--- config.mk ---
export PLATFORM = sky130hd
export DESIGN_NAME = tia_object_position_counter
export DESIGN_NICKNAME = d
export VERILOG_FILES = /design/src/rtl/tia_object_position_counter.sv
export SDC_FILE = /design/constraint.sdc
export NUM_CORES = 1
export LEC_CHECK = 0
export CAP_MARGIN = 5
export CORE_ASPECT_RATIO = 0.75
export CORE_UTILIZATION = 48
export CTS_BUF_LIST = sky130_fd_sc_hd__clkbuf_16
export DETAILED_ROUTE_END_ITERATION = 10
export GPL_TIMING_DRIVEN = 0
export PLACE_DENSITY = 0.78
export SLEW_MARGIN = 10
export SYNTH_ARGS = -nofsm -noshare
export SYNTH_HDL_FRONTEND = slang
export SYNTH_SLANG_ARGS = --single-unit
export TNS_END_PERCENT = 5
--- constraint.sdc ---
create_clock -name motck -period 2.15 [get_ports motck]
set_input_delay 0.43 -clock motck [delete_from_list [all_inputs] [get_ports motck]]
set_output_delay 0.43 -clock motck [all_outputs]
set_load 0.05 [all_outputs]
--- src/rtl/tia_object_position_counter.sv ---
// Horizontal position counter for one TIA object: counts motion clocks across a scan line
// and decodes the NUSIZ copy pattern and width into the object graphic.
module tia_object_position_counter #(
   parameter int PERIOD        = 160,
   parameter int CW            = 8,
   parameter int MAX_SIZE_LOG2 = 3
) (
   input  logic                     motck,
   input  logic                     reset,
   input  logic                     advance,
   input  logic                     object_reset,
   input  logic                     lock,
   input  logic                     enable,
   input  logic [2:0]               copies,
   input  logic [MAX_SIZE_LOG2-1:0] size,
   output logic                     obj,
   output logic [CW-1:0]            position
);

   localparam logic [CW-1:0] LAST     = CW'(PERIOD - 1);
   localparam logic [CW:0]   PERIOD_X = (CW+1)'(PERIOD);
   localparam logic [CW:0]   S0       = '0;
   localparam logic [CW:0]   S16      = (CW+1)'(16);
   localparam logic [CW:0]   S32      = (CW+1)'(32);
   localparam logic [CW:0]   S64      = (CW+1)'(64);

   logic                     primary_ok;
   logic [MAX_SIZE_LOG2-1:0] eff_size;
   logic [CW:0]              win_len;
   logic [CW:0]              pos_x;
   logic                     draw16;
   logic                     draw32;
   logic                     draw64;

   always_ff @(posedge motck) begin
      // NOTE: state registers use non-blocking assignments so every flop samples pre-edge values.
      if (reset) begin
         position   <= '0;
         primary_ok <= 1'b0;
      end else if (lock || object_reset) begin
         position   <= '0;
         primary_ok <= 1'b0;
      end else if (advance) begin
         if (position == LAST) begin
            position   <= '0;
            primary_ok <= 1'b1;
         end else begin
            position <= position + CW'(1);
         end
      end
   end

   // Window test runs one bit wider than the counter so s + len can never alias back to 0.
   function automatic logic in_win(input logic [CW:0] p, input logic [CW:0] s,
                                   input logic [CW:0] len);
      return (p >= s) && (p < s + len) && (p < PERIOD_X);
   endfunction

   assign pos_x = {1'b0, position};

   always_comb begin
      // NOTE: every combinational output gets a default first so no path infers a latch.
      draw16   = 1'b0;
      draw32   = 1'b0;
      draw64   = 1'b0;
      eff_size = size;
      if (int'(size) > MAX_SIZE_LOG2) eff_size = MAX_SIZE_LOG2'(MAX_SIZE_LOG2);
      win_len  = (CW+1)'(1) << eff_size;

      case (copies)
         3'd1: draw16 = 1'b1;
         3'd2: draw32 = 1'b1;
         3'd3: begin draw16 = 1'b1; draw32 = 1'b1; end
         3'd4: draw64 = 1'b1;
         3'd6: begin draw32 = 1'b1; draw64 = 1'b1; end
         default: ;
      endcase

      obj = enable && !lock &&
            ((primary_ok && in_win(pos_x, S0, win_len)) ||
             (draw16 && in_win(pos_x, S16, win_len)) ||
             (draw32 && in_win(pos_x, S32, win_len)) ||
             (draw64 && in_win(pos_x, S64, win_len)));
   end

endmodule

==> flow_metrics.env <==
export IMPL_antenna_found_initial=0
export IMPL_fmaxAchievable_ghz=0.433
export IMPL_arrival_ps=1880
export IMPL_fin_util=0.830
export IMPL_grt_pass1_wl_um=3410
export IMPL_cts_hold_fix_buffers=0
export IMPL_area_growth_pct=51.8
export IMPL_violations="negative setup slack"
export IMPL_hold_violations=0
export IMPL_hpwl_um=1550
export IMPL_synthMostInstantiatedCell="ha_1"
export IMPL_grt_pass1_vias=747
export IMPL_synth_edff_count=0
export IMPL_tns_ps=-160
export IMPL_io_pins=21
export IMPL_cts_root_buffer="clkbuf_16"
export IMPL_clkTransAtPathRegs_ps=40
export IMPL_diodes=0
export IMPL_drc=0
export IMPL_rows=12
export IMPL_grt_overflow_total=0
export IMPL_p_leak_nw=0.542
export IMPL_grt_max_degree=11
export IMPL_place_worst_setup_slack_ps=-1240
export IMPL_synth_seq_cells=9
export IMPL_place_gp_congestion=0.825
export IMPL_die_w_um=50.9
export IMPL_start_kind="primary input"
export IMPL_synthTopCellsByArea="dfxtp_1 21%, ha_1 20%, nor2_1 5.7%"
export IMPL_vdd_drop_max_v=0.000635
export IMPL_totalWireLength_um=2110
export IMPL_cts_tree="done"
export IMPL_port_buffers=20
export IMPL_synth_cells=107
export IMPL_hold_path_class="reg2reg"
export IMPL_ys_warn_count=0
export IMPL_power_density_nw_per_um2=433
export IMPL_finalCriticalPeriod_ps=2310
export IMPL_vias_per_cell=5.11
export IMPL_synth_top_area_share=0.209
export IMPL_numCtsBuffers=3
export IMPL_cts_buffer_depth=2
export IMPL_finClkSkew_ps=3.57
export IMPL_core_sq_um=1580
export IMPL_setup_ws_ps=-160
export IMPL_drt_iter0_markers=19
export IMPL_cp_end_kind="output port"
export IMPL_crit_fanout=4
export IMPL_syn_avg_cell_area_sq_um=8.06
export IMPL_insertion_delay_ps=240
export IMPL_drtAntennaViolNets=0
export IMPL_max_slew_margin_rel=0.657
export IMPL_rsz0062_at_grt="yes"
export IMPL_drt_pass1_iterations=4
export IMPL_cts_sinks=9
export IMPL_async_reset_ff_frac=0
export IMPL_route_vias_total=828
export IMPL_fin_nets=168
export IMPL_worstPathRequired_ps=1720
export IMPL_syn_area_sq_um=862
export IMPL_setup_viol=1
export IMPL_ys_types=37
export IMPL_die_area_sq_um=1970
export IMPL_synth_flop_cell="dfxtp_1"
export IMPL_wl_per_cell_um=13.0
export IMPL_cap_violations=0
export IMPL_path_class="in2out"
export IMPL_yosys_top_cells_count="14 x ha_1, 13 x nor2_1, 9 x a21oi_1, 9 x dfxtp_1, 7 x nand2_1"
export IMPL_h_tree_depth=1
export IMPL_tightest_slew_ps=512
export IMPL_power_mw=0.567
export IMPL_grt_use_total=0.240
export IMPL_drive_gt1_frac=0.284
export IMPL_yosysSeqAreaShare=0.209
export IMPL_finalCritPeriodShare=1.07
export IMPL_synth_top_area_cell="dfxtp_1"
export IMPL_status="finished with violations"
export IMPL_slew_viol_final=0
export IMPL_die_h_um=38.7
export IMPL_start_util=0.547
-- area by class of cell --
cell class              instances  area, sq um
plain buffers                   3         26.3
fillers                       102          268
clock inverters                 1         3.75
well taps                      21         26.3
repair buffers                 24          228
inverters                       6         22.5
clock buffers                   3         75.1
multi-input cells              95          738
flip-flops and latches          9          189
-- flip-flops by register name (all words and copies together) (netlist names) --
signal	count
position	8
primary_ok	1
-- placed cells by master, fill, tap and decap left out, types with 3 or more instances in the layout --
| master | netlist | layout |
|---|---|---|
| a21oi_1 | 9 | 6 |
| nor2_1 | 13 | 12 |
| clkdlybuf4s50_1 | 0 | 12 |
| conb_1 | 2 | 8 |
| a21oi_2 | 1 | 4 |
| nor3_1 | 4 | 3 |
| nand2_1 | 7 | 6 |
| or3_1 | 3 | 3 |
| nand4_1 | 3 | 3 |
| inv_1 | 6 | 7 |
| ha_1 | 14 | 12 |
| xor2_1 | 4 | 4 |
| dlygate4sd2_1 | 0 | 4 |
| dfxtp_2 | 0 | 4 |
| buf_4 | 0 | 4 |
| buf_6 | 2 | 4 |
| dfxtp_1 | 9 | 4 |
| clkbuf_16 | 0 | 3 |
-- through the flow --
stage               hold WS [ps]  area (sq um)  std cells
global placement             463          1140        154
detailed placement           483          1140        154
finish                       490          1310        162
CTS                          495          1290        161
floorplan                    437           916        113
global route                 553          1310        162
-- worst max-delay path, stage by stage --
cell      delay [ps]
buf_8            110
nor2_4            90
nand2_2           70
ha_4             240
a21oi_2          130
o21ai_2           70
a21oi_2          190
nor2b_2           80
o311ai_4         270
buf_6            190
-- layer usage --
metal  GRT usage  wire length (um)  vias to the layer above
li1            -                 -                      438
met1       0.323              1040                      368
met2       0.391               942                       22
met3      0.0706               122                        0
met4      0.0208                 0                        0
met5           0                 0                        -
-- cell families (layout without fill, tap and decap cells) --
group                      after synthesis  after routing  synth area share
and+or+nand+nor                         45             45             0.287
AOI/OAI and AO/OA                       22             22             0.173
adders and majority gates               14             14             0.203
DFF                                      9              9             0.209
buffers and inverters                    9             37            0.0566
xor gates and xnor gates                 5              5            0.0508
other                                    2              8           0.00871
muxes                                    1              1            0.0116
-- path summary, 6_finish.rpt --
path	from	endpoint	slack, ps	cells past startpoint
max	size[0]	obj	-160	10
min	primary_ok	primary_ok	490	2
max reg2reg	position[0]	position[6]	770	5
min reg2reg	primary_ok	primary_ok	490	2
-- power breakdown --
group	internal [mW]	switching (mW)
sequential	0.167	0.00137
clock	0.243	0.0834
combinational	0.0371	0.0352
-- what timing repair did --
item / CTS / global route
gates resized for setup: 40 / 2
pin swaps: 12 / 6
setup endpoints to repair: 1 / 1
setup buffers: 3 / 1
No activity file was read; power rests on OpenSTA's default activity.
